**src/rtl/jt51_sepn.sv**
```systemverilog
// rtl/jt51_sepn.sv - slot demultiplexer for time-multiplexed pipelines (optional macro JT51_SEPN_CHG_EN)
module jt51_sepn #(
    parameter int WIDTH = 10,
    parameter int SLOTS = 32,
    parameter int STG   = 0,
    parameter int CW    = $clog2(SLOTS)
) (
    input  logic                   clk,
    input  logic                   rst_n,
    input  logic                   cen,
    input  logic                   zero,
    input  logic [WIDTH-1:0]       mixed,
    input  logic                   freeze,
    input  logic [CW-1:0]          rd_idx,
    output logic [WIDTH-1:0]       rd_data,
    output logic [SLOTS*WIDTH-1:0] slots_flat,
    output logic                   locked,
    output logic                   frozen,
    output logic                   frame_done,
    output logic                   sync_err,
    output logic [SLOTS-1:0]       chg
);

    // Slot offset folded into a constant so idx needs a single conditional subtract.
    localparam int OFF = (STG == 0) ? 0 : SLOTS - STG;

    logic [CW-1:0]                  cnt_q;
    logic [CW-1:0]                  phase;
    logic [CW-1:0]                  cnt_nx;
    logic [CW:0]                    sum;
    logic [CW-1:0]                  idx;
    logic                           cap;
    logic                           boundary;
    logic [SLOTS-1:0][WIDTH-1:0]    bank;

    assign phase    = zero ? '0 : cnt_q;
    assign cnt_nx   = (phase == CW'(SLOTS - 1)) ? '0 : phase + CW'(1);
    assign sum      = {1'b0, phase} + (CW+1)'(OFF + 1);
    assign idx      = (sum >= (CW+1)'(SLOTS)) ? CW'(sum - (CW+1)'(SLOTS)) : CW'(sum);
    assign cap      = cen & locked & ~frozen;
    assign boundary = cen & locked & (idx == CW'(SLOTS - 1));
    assign slots_flat = bank;

    // Phase tracking, lock, freeze hand-off at frame boundaries and event pulses.
    always_ff @(posedge clk or negedge rst_n) begin
        if (!rst_n) begin
            cnt_q      <= '0;
            locked     <= 1'b0;
            frozen     <= 1'b0;
            frame_done <= 1'b0;
            sync_err   <= 1'b0;
        end else begin
            frame_done <= 1'b0;
            sync_err   <= 1'b0;
            if (cen) begin
                cnt_q <= cnt_nx;
                if (zero) begin
                    locked <= 1'b1;
                end
                if (zero && locked && (cnt_q != '0)) begin
                    sync_err <= 1'b1;
                end
                if (boundary) begin
                    frozen     <= freeze;
                    frame_done <= ~frozen;
                end
            end
        end
    end

    // Per-slot capture of the pipelined sample.
    always_ff @(posedge clk or negedge rst_n) begin
        if (!rst_n) begin
            bank <= '0;
        end else if (cap) begin
            bank[idx] <= mixed;
        end
    end

    // Indexed read port, free-running; out-of-range indices read as zero.
    always_ff @(posedge clk or negedge rst_n) begin
        if (!rst_n) begin
            rd_data <= '0;
        end else begin
            rd_data <= (int'(rd_idx) < SLOTS) ? bank[rd_idx] : '0;
        end
    end

`ifdef JT51_SEPN_CHG_EN
    logic [SLOTS-1:0] chg_nx;

    // Sticky change flags; a frame_done cycle restarts them, keeping that cycle's own compare.
    always_comb begin
        chg_nx = frame_done ? '0 : chg;
        if (cap) begin
            chg_nx[idx] = (mixed != bank[idx]) | chg_nx[idx];
        end
    end

    // Change-flag register.
    always_ff @(posedge clk or negedge rst_n) begin
        if (!rst_n) begin
            chg <= '0;
        end else begin
            chg <= chg_nx;
        end
    end
`else
    assign chg = '0;
`endif

endmodule

```
**config.mk**
```make
export PLATFORM = sky130hd
export DESIGN_NAME = jt51_sepn
export DESIGN_NICKNAME = d
export VERILOG_FILES = /design/src/rtl/jt51_sepn.sv
export SDC_FILE = /design/constraint.sdc
export NUM_CORES = 1
export LEC_CHECK = 0
export BUFFER_PORTS_ARGS = -buffer_cell sky130_fd_sc_hd__buf_2
export CAP_MARGIN = 20
export CORE_MARGIN = 4
export CORE_UTILIZATION = 58
export DETAILED_ROUTE_END_ITERATION = 7
export PLACE_DENSITY_LB_ADDON = 0.1
export REMOVE_ABC_BUFFERS = 1
export SETUP_SLACK_MARGIN = 0.15
export SYNTH_ARGS = -nofsm -noshare
export SYNTH_HDL_FRONTEND = slang
export SYNTH_SLANG_ARGS = --single-unit
```
**constraint.sdc**
```tcl
create_clock -name clk -period 5.5 [get_ports clk]
set_clock_uncertainty 0.2 [all_clocks]
set_input_delay 0.55 -clock clk [delete_from_list [all_inputs] [get_ports clk]]
set_output_delay 0.55 -clock clk [all_outputs]
set_load 0.02 [all_outputs]
```
==> flow_summary.ini, run 1 <==
[logic_synthesis]
ys_seq_elements = 339
syn_area_mm2 = 0.0159
synthCells = 1177
yosys_warnings = 0
yosysUniqueCellTypes = 38
ys_seq_area_frac = 0.532
syn_area_per_cell_um2 = 13.5
synth_top_area_frac = 0.532
synth_top_cell_by_area = dfrtp_1
synth.area.top_cells = dfrtp_1 53%, mux2_2 22%, mux2i_1 10%

[layout]
final_cell_mix = 351 x buf_2, 339 x dfrtp_1, 318 x mux2_2
drive_above_1_share = 0.509
area_growth_pct = 19.3
multiInputGateArea_mm2 = 0.00696
final_common_cell = buf_2
design_area_mm2 = 0.0190
nFillCells = 1988
antenna_cells = 0
register_area_mm2 = 0.00848
fin_nets = 1520

[clock_tree]
clockRootBuffer = clkbuf_16
h-tree-depth = 2
ctsResizeCount = 0
path_clk_slew_ps = 60
cts_tree = yes
clk_latency_ps = 520
clock_sinks = 339
clockBufferDepth = 3
postCtsSetupBuffers = 0
cts_buffers = 37

[pwr]
p_clk_frac = 0.322
p_comb_frac = 0.256
switching_power_uw = 2530
sequentialPowerShare = 0.422
netSwitchingFraction = 0.330
ir_worst_vdd_mv = 0.433
p_leak_uw = 0.0104
power_uw = 7650
intPower_uw = 5120
power_density_mw_per_mm2 = 402

[timing]
fin_crit_sh = 0.585
slew_violations = 0
slew_headroom = 0.242
finalCriticalPeriod_ps = 3220
timing.fmax_mhz = 311
rsz0062_at_grt = false
setup_viol = 0
hold_viol = 0
tns_ps = 0
timing.hold.ws_ps = 69.1
tightest_slew_ps = 1140

[route]
vias_per_cell = 6.00
vias = 11200
drt_iter0_drc = 699
drc_errors = 0
first_pass_iters = 7
drt_wl_total_um = 46800
wl_per_cell_um = 25.1
drtAntennaViolNets = 0

[critical_path]
critPathRequiredTime_ps = 5690
crit_chain = nand2b_1, inv_1, ha_1, nand2_1, nor2_1, ha_1, and2_1, and3_1, mux2_2
cpMostUsedCell = ha_1
cpPeakStageDelay_ps = 580
critPathSlowestCell = and3_1
crit_path_start_kind = flop
worstSetupPathType = reg -> reg
crit_path_end_kind = flop
crit_fanout = 10
critPathArrivalTime_ps = 3410

[place]
dpl_cell_area_mm2 = 0.0178
place_congestion = 0.858
io_buffer_count = 353
dp.final_hpwl_um = 31200

[grt]
first_global_vias = 11100
antenna_found_initial = 0
grt_pass1_wl_um = 70400
grt_overflow = 0
grt_usage = 0.302
grt_max_degree = 130

[floorplanning]
num_rows = 60
dieArea_mm2 = 0.0302
die_x_um = 174
initial_core_util = 0.590
ioPinCount = 386
die_y_um = 174
core_area_mm2 = 0.0270

[worst_hold_path]
hold_path.class = in -> reg

[run_status]
status = completed

[flow_run]
cap_violations = 0
[cell usage after synthesis, drive strengths merged]
cell	count
nor2	7
clkbuf	47
nand3	52
xor2	1
a22oi	40
o22ai	3
mux2i	161
ha	6
nand2	24
a31oi	10
a21o	1
nand2b	5
dfrtp	339
nor3	13
a21oi	21
mux2	322
a22o	20
o21a	1
inv	6
nand4	10
xnor2	2
conb	1
buf	69
or2	2
and3	3
nor2b	3
nor4	1
and2	7
[metal layers]
metal,up-vias,GRT usage,share of wire
li1,4885,-,-
met1,5754,0.428,0.43
met2,459,0.460,0.46
met3,89,0.0652,0.071
met4,0,0.116,0.041
met5,-,0,0
[what timing repair did]
action                                  CTS  global route
endpoints found under the setup margin    0             0
hold buffers                              1             0
endpoints found under the hold margin    94             0
[final timing paths]
check,from,cells past startpoint,to,slack [ps]
setup / recovery,cnt_q[0]$_DFFE_PN0P_,9,slots_flat[306]$_DFFE_PN0P_,2280
max in group asynchronous,rst_n,3,slots_flat[263]$_DFFE_PN0P_,3420
hold reg to reg,slots_flat[205]$_DFFE_PN0P_,1,slots_flat[205]$_DFFE_PN0P_,320
min in group asynchronous,rst_n,2,slots_flat[177]$_DFFE_PN0P_,420
hold / removal,freeze,2,frozen$_DFFE_PN0P_,70
setup reg to reg,cnt_q[0]$_DFFE_PN0P_,9,slots_flat[306]$_DFFE_PN0P_,2280
[sequential cells by signal (all words and copies together), names as in the netlist]
| register | flops |
|---|---|
| cnt_q | 5 |
| frame_done | 1 |
| frozen | 1 |
| locked | 1 |
| rd_data | 10 |
| slots_flat | 320 |
| sync_err | 1 |
[cells by family after synthesis]
kind of cell | count (synthesis) | synth area share
adders and majority gates | 6 | 0.00471
buffers and inverters | 122 | 0.0401
muxes | 483 | 0.328
xor gates and xnor gates | 3 | 0.00165
and+or+nand+nor | 127 | 0.0505
AOI/OAI and AO/OA | 96 | 0.0424
other | 1 | 0.000235
DFF | 339 | 0.532
[per-stage QoR]
stage / instances / worst slack [ps] / utilization
floorplan: 1092 / 2620 / -
CTS: 1863 / 2310 / 0.704
detailed placement: 1795 / 1970 / 0.658
finish: 1863 / 2280 / 0.704
global route: 1863 / 2080 / 0.704
global placement: 1794 / 2040 / 0.657
[final cells by class]
class	count	share of cell area
flip-flops and latches	339	0.446
clock inverters	6	0.00191
repair buffers	363	0.100
clock buffers	61	0.0625
inverters	6	0.00118
multi-input cells	747	0.366
well taps	341	0.0224
[worst max-delay path: cells and delay by family (launching register included)]
kind | cells | cell delay (ps)
fa+ha+maj | 2 | 690
buf+inv | 1 | 110
simple gates | 5 | 1280
mux | 1 | 400
flops | 1 | 410
[power groups by stage]
| stage | registers, uW | clock network [uW] | logic [uW] |
|---|---|---|---|
| finish | 3230 | 2460 | 1950 |
| global route | 3280 | 2610 | 2070 |
| CTS | 3220 | 2490 | 1960 |
| detailed placement | 3260 | 0 | 1960 |
| global placement | 3240 | 0 | 1920 |
| floorplan | 3700 | 0 | 658 |
(Power assumes the default switching activity.)
==> run 2: changes to the inputs <==
--- a/config.mk
+++ b/config.mk
@@ -8,7 +8,7 @@
 export BUFFER_PORTS_ARGS = -buffer_cell sky130_fd_sc_hd__buf_2
 export CAP_MARGIN = 20
 export CORE_MARGIN = 4
-export CORE_UTILIZATION = 58
+export CORE_UTILIZATION = 54
 export DETAILED_ROUTE_END_ITERATION = 7
 export PLACE_DENSITY_LB_ADDON = 0.1
 export REMOVE_ABC_BUFFERS = 1
==> constraint.sdc (replaced) <==
create_clock -name clk -period 3.4 [get_ports clk]
set_clock_uncertainty 0.2 [all_clocks]
set_input_delay 0.34 -clock clk [delete_from_list [all_inputs] [get_ports clk]]
set_output_delay 0.34 -clock clk [all_outputs]
set_load 0.02 [all_outputs]
==> run 2 against run 1 <==
Against the previous run: sequential power rose by 61%; global-route usage shrank 1.8 points; sequential share of layout area fell by 0.40 points; final cell count up 2.9%; non-clock buffer count rose by 18; worst hold slack improved by 41 ps; clock power grew 59%; critical endpoint is now slots_flat[184]$_DFFE_PN0P_; register-to-register slack worse by 1900 ps; wire length is 1.2% higher.
==> flow_summary.ini, run 2 (synthesis results as in run 1) <==
[pwr]
power_density_mw_per_mm2 = 640
netSwitchingFraction = 0.327
sequentialPowerShare = 0.424
p_leak_uw = 0.0105
p_comb_frac = 0.258
ir_worst_vdd_mv = 0.560
intPower_uw = 8270
switching_power_uw = 4020
p_clk_frac = 0.319

[route]
drt_iter0_drc = 783
first_pass_iters = 5
drtAntennaViolNets = 0
vias = 11200
drt_wl_total_um = 47300
vias_per_cell = 5.84
wl_per_cell_um = 24.7
drc_errors = 0

[layout]
area_growth_pct = 20.4
antenna_cells = 0
nFillCells = 2299
largest_reg_flops = 320
final_cell_mix = 351 x buf_2, 339 x dfrtp_1, 318 x mux2_2
fin_util = 0.664
final_common_cell = buf_2
drive_above_1_share = 0.511
fin_nets = 1538

[timing]
tns_ps = 0
timing.hold.ws_ps = 110
timing.fmax_mhz = 335
slew_headroom = 0.306
fin_crit_sh = 0.878
tightest_slew_ps = 1040
setup_viol = 0
hold_viol = 0
rsz0062_at_grt = false
slew_violations = 0
finalCriticalPeriod_ps = 2990

[place]
io_buffer_count = 353
dp.final_hpwl_um = 32200
place_congestion = 0.829

[critical_path]
crit_path_start_kind = flop
critPathSlowestCell = mux2_2
critPathBufInv = 2
crit_path_end_kind = flop
worstSetupPathType = reg -> reg
cpPeakStageDelay_ps = 440
crit_fanout = 10
cp_top_family = simple AND/OR/NAND/NOR gates
crit_chain = nand2b_1, inv_1, ha_1, nand2_1, nor2_1, ha_1, and2_1, buf_4, nand3_2, mux2_2
worst-path-stages = 10
critPathArrivalTime_ps = 3170
reg2reg_depth = 10
critPathRequiredTime_ps = 3580
cpMostUsedCell = ha_1

[clock_tree]
h-tree-depth = 2
cts_buffers = 37
clk_latency_ps = 510
clockRootBuffer = clkbuf_16
cts_tree = yes
clock_sinks = 339
clockBufferDepth = 3
path_clk_slew_ps = 60

[floorplanning]
num_rows = 62
ioPinCount = 386
die_y_um = 180
initial_core_util = 0.551
dieArea_mm2 = 0.0323
die_x_um = 180
core_area_mm2 = 0.0289

[worst_hold_path]
hold_path.class = in -> reg
whs_path_depth = 3

[grt]
grt_overflow = 0
first_global_vias = 11400
antenna_found_initial = 0
grt_pass1_wl_um = 71900
grt_max_degree = 86
grt_usage = 0.283

[run_status]
status = completed

[flow_run]
cap_violations = 0
run 2: changes by cell type in the layout (fill, tap and decap cells not counted), moves of 2 or more:
cell,previous run,this run
clkbuf_8,13,10
buf_4,6,17
clkbuf_16,39,37
bufinv_16,0,2
dlygate4sd3_1,1,5
buf_12,2,6
run 2: final cells by class:
| cell class | instances | area (um^2) | area share |
|---|---|---|---|
| repair buffers | 381 | 2080 | 0.109 |
| well taps | 384 | 480 | 0.0250 |
| inverters | 6 | 22.5 | 0.00117 |
| clock inverters | 5 | 75.1 | 0.00391 |
| clock buffers | 55 | 1090 | 0.0569 |
| multi-input cells | 747 | 6970 | 0.363 |
| flip-flops and latches | 339 | 8480 | 0.442 |
run 2: what timing repair did:
item | in CTS | in global routing
hold endpoints to repair | 85 | 0
gates resized for setup | 0 | 1
buffers inserted | 0 | 0
hold buffers | 5 | 0
setup endpoints to repair | 0 | 9
run 2: per-stage QoR:
| step | cells | power (uW) | instance area [um^2] | worst slack (ps) |
|---|---|---|---|---|
| final | 1917 | 12300 | 19200 | 414 |
| after global routing | 1917 | 12800 | 19200 | 255 |
| after detailed placement | 1852 | 8440 | 18000 | 157 |
| after CTS | 1917 | 12300 | 19200 | 286 |
| after global placement | 1852 | 8360 | 18000 | 298 |
| after floorplan | 1092 | 7050 | 15400 | 703 |
run 2: worst paths after layout:
path                                                   from                     endpoint  slack, ps
worst max-delay path                   cnt_q[0]$_DFFE_PN0P_  slots_flat[184]$_DFFE_PN0P_        410
worst min-delay path                              rd_idx[3]         rd_data[3]$_DFF_PN0_        110
worst max register to register         cnt_q[0]$_DFFE_PN0P_  slots_flat[184]$_DFFE_PN0P_        410
worst min register to register  slots_flat[124]$_DFFE_PN0P_  slots_flat[124]$_DFFE_PN0P_        320
max in group asynchronous                             rst_n  slots_flat[152]$_DFFE_PN0P_       1860
min in group asynchronous                             rst_n   slots_flat[17]$_DFFE_PN0P_        230
run 2: tightest hold or removal path, cell delays in order:
cell and delay [ps]:
buf_2 210, nand4_1 140, nand3_1 80
run 2: layer usage:
metal,wire [um],share of wire,track usage
met5,0,0,0
met4,1210,0.026,0.0671
met3,3650,0.077,0.0697
met2,22300,0.47,0.457
met1,20100,0.43,0.392
run 2: power by group through the flow:
stage	logic, uW	clock network (uW)	registers [uW]
6_report	3170	3910	5210
5_1_grt	3370	4140	5300
4_1_cts	3190	3960	5200
3_5_place_dp	3170	0	5270
3_3_place_gp	3120	0	5230
2_1_floorplan	1070	0	5990
==> run 3: changes to the inputs <==
--- a/config.mk
+++ b/config.mk
@@ -7,6 +7,7 @@
 export LEC_CHECK = 0
 export BUFFER_PORTS_ARGS = -buffer_cell sky130_fd_sc_hd__buf_2
 export CAP_MARGIN = 20
+export CORE_ASPECT_RATIO = 1.5
 export CORE_MARGIN = 4
 export CORE_UTILIZATION = 54
 export DETAILED_ROUTE_END_ITERATION = 7
==> run 3 against run 2 <==
Against the previous run: worst hold slack got worse by 12 ps; first-iteration DRC count fell by 32%; critical endpoint is now slots_flat[298]$_DFFE_PN0P_; final area fell by 0.37%; critical path depth rose by 1; register-to-register slack barely moved; largest cell class unchanged; sequential share of layout area rose by 0.16 points; sequential power barely moved; global-route usage rose by 0.78 points; utilization fell by 0.18 points; highest routed layer unchanged; maximum frequency fell by 3.9%; non-clock buffer count rose by 5.
==> flow_summary.ini, run 3 (synthesis results as in run 1) <==
[route]
drt_iter0_drc = 530
drtAntennaViolNets = 0
drt_wl_total_um = 47500
first_pass_iters = 4
vias_per_cell = 5.72
drc_errors = 0
wl_per_cell_um = 24.7
vias = 11000

[floorplanning]
die_y_um = 218
num_rows = 76
core_area_mm2 = 0.0289
die_x_um = 148
dieArea_mm2 = 0.0324
initial_core_util = 0.552
ioPinCount = 386

[timing]
fin_crit_sh = 0.914
slew_violations = 0
tightest_slew_ps = 897
tns_ps = 0
rsz0062_at_grt = false
slew_headroom = 0.402
finalCriticalPeriod_ps = 3110
setup_viol = 0
layout_setup_ws_ps = 291
hold_viol = 0
timing.fmax_mhz = 322

[layout]
antenna_cells = 0
area_growth_pct = 20.0
fin_util = 0.662
fin_nets = 1540
stdcell_count = 1925
drive_above_1_share = 0.509
nFillCells = 2289
largest_reg_flops = 320
final_cell_mix = 351 x buf_2, 339 x dfrtp_1, 318 x mux2_2
final_common_cell = buf_2

[critical_path]
crit_path_start_kind = primary input
critPathRequiredTime_ps = 3600
critPathArrivalTime_ps = 3310
r2r-start = cnt_q[0]$_DFFE_PN0P_
crit_path_end_kind = flop
worstSetupPathType = in -> reg
rr_endpoint = slots_flat[298]$_DFFE_PN0P_
crit_fanout = 10
reg2reg_depth = 9
reg2reg_slack_ps = 410

[clock_tree]
postCtsSetupBuffers = 0
path_clk_slew_ps = 60
cts_tree = yes
h-tree-depth = 2
clockRootBuffer = clkbuf_16
cts_buffers = 34
postCtsHoldBufs = 5
ctsResizeCount = 0
clockBufferDepth = 3
clk_latency_ps = 520
clock_sinks = 339

[pwr]
netSwitchingFraction = 0.333
p_comb_frac = 0.264
power_density_mw_per_mm2 = 627
switching_power_uw = 3990
ir_worst_vdd_mv = 0.610
p_leak_uw = 0.0104
p_clk_frac = 0.302
sequentialPowerShare = 0.434
intPower_uw = 8010

[worst_hold_path]
whs_endpoint = rd_data[2]$_DFF_PN0_
hold_path.class = in -> reg
whs_path_depth = 3
hp-start = rd_idx[3]

[place]
place_congestion = 0.826
dp.final_hpwl_um = 33000
dp.cells = 1863
dp_slack_ps = 295
io_buffer_count = 353

[grt]
grt_pass1_wl_um = 71400
first_global_vias = 11300
grt_max_degree = 85
antenna_found_initial = 0
grt_overflow = 0
grt_usage = 0.291

[run_status]
status = completed

[flow_run]
cap_violations = 0
-- run 3: cell count changes in the layout (fill, tap and decap cells not counted) --
| cell | change |
|---|---|
| and3_1 | +1 |
| and3_2 | -1 |
| buf_4 | +5 |
| bufinv_16 | -1 |
| clkbuf_1 | +3 |
| clkbuf_16 | -2 |
| clkbuf_8 | -4 |
| inv_6 | +1 |
-- run 3: routing by layer --
| metal | vias up | track usage | wire length, um |
|---|---|---|---|
| li1 | 4910 | - | - |
| met1 | 5674 | 0.373 | 18900 |
| met2 | 350 | 0.489 | 23800 |
| met3 | 82 | 0.0618 | 2880 |
| met4 | 0 | 0.110 | 1890 |
| met5 | - | 0 | 0 |
-- run 3: area by class of cell --
| class | count | area [um^2] | share of cell area |
|---|---|---|---|
| clock buffers | 52 | 1000 | 0.0522 |
| clock inverters | 5 | 53.8 | 0.00281 |
| inverters | 6 | 22.5 | 0.00118 |
| multi-input cells | 747 | 6960 | 0.364 |
| flip-flops and latches | 339 | 8480 | 0.443 |
| well taps | 390 | 488 | 0.0255 |
| repair buffers | 386 | 2120 | 0.111 |
-- run 3: worst max-delay path: stages --
cell	delay, ps
dlygate4sd3_1	520
buf_2	170
nand2b_1	180
inv_1	110
ha_1	280
nand2_1	80
nor2_1	40
ha_1	400
and2_1	240
and3_1	540
mux2_2	400
-- run 3: worst max-delay path by stage --
stage	startpoint	end
3_3_place_gp	zero	slots_flat[294]$_DFFE_PN0P_
5_1_grt	zero	slots_flat[294]$_DFFE_PN0P_
2_1_floorplan	cnt_q[0]$_DFFE_PN0P_	slots_flat[280]$_DFFE_PN0P_
6_report	zero	slots_flat[298]$_DFFE_PN0P_
4_1_cts	zero	slots_flat[304]$_DFFE_PN0P_
3_5_place_dp	zero	slots_flat[298]$_DFFE_PN0P_
-- run 3: through the flow --
step                      power [uW]  hold slack, ps  area (um^2)
after global placement          8380             193        18000
after CTS                      12100            75.0        19100
final                          12000            98.2        19100
after floorplan                 7050            -156        15400
after detailed placement        8460             206        18000
after global routing           12500            89.1        19100
-- run 3: power by group through the flow --
stage	Sequential, uW	Combinational [uW]	Clock (uW)
finish	5210	3160	3630
global route	5310	3370	3840
CTS	5210	3190	3680
detailed placement	5270	3180	0
global placement	5250	3130	0
floorplan	5990	1070	0
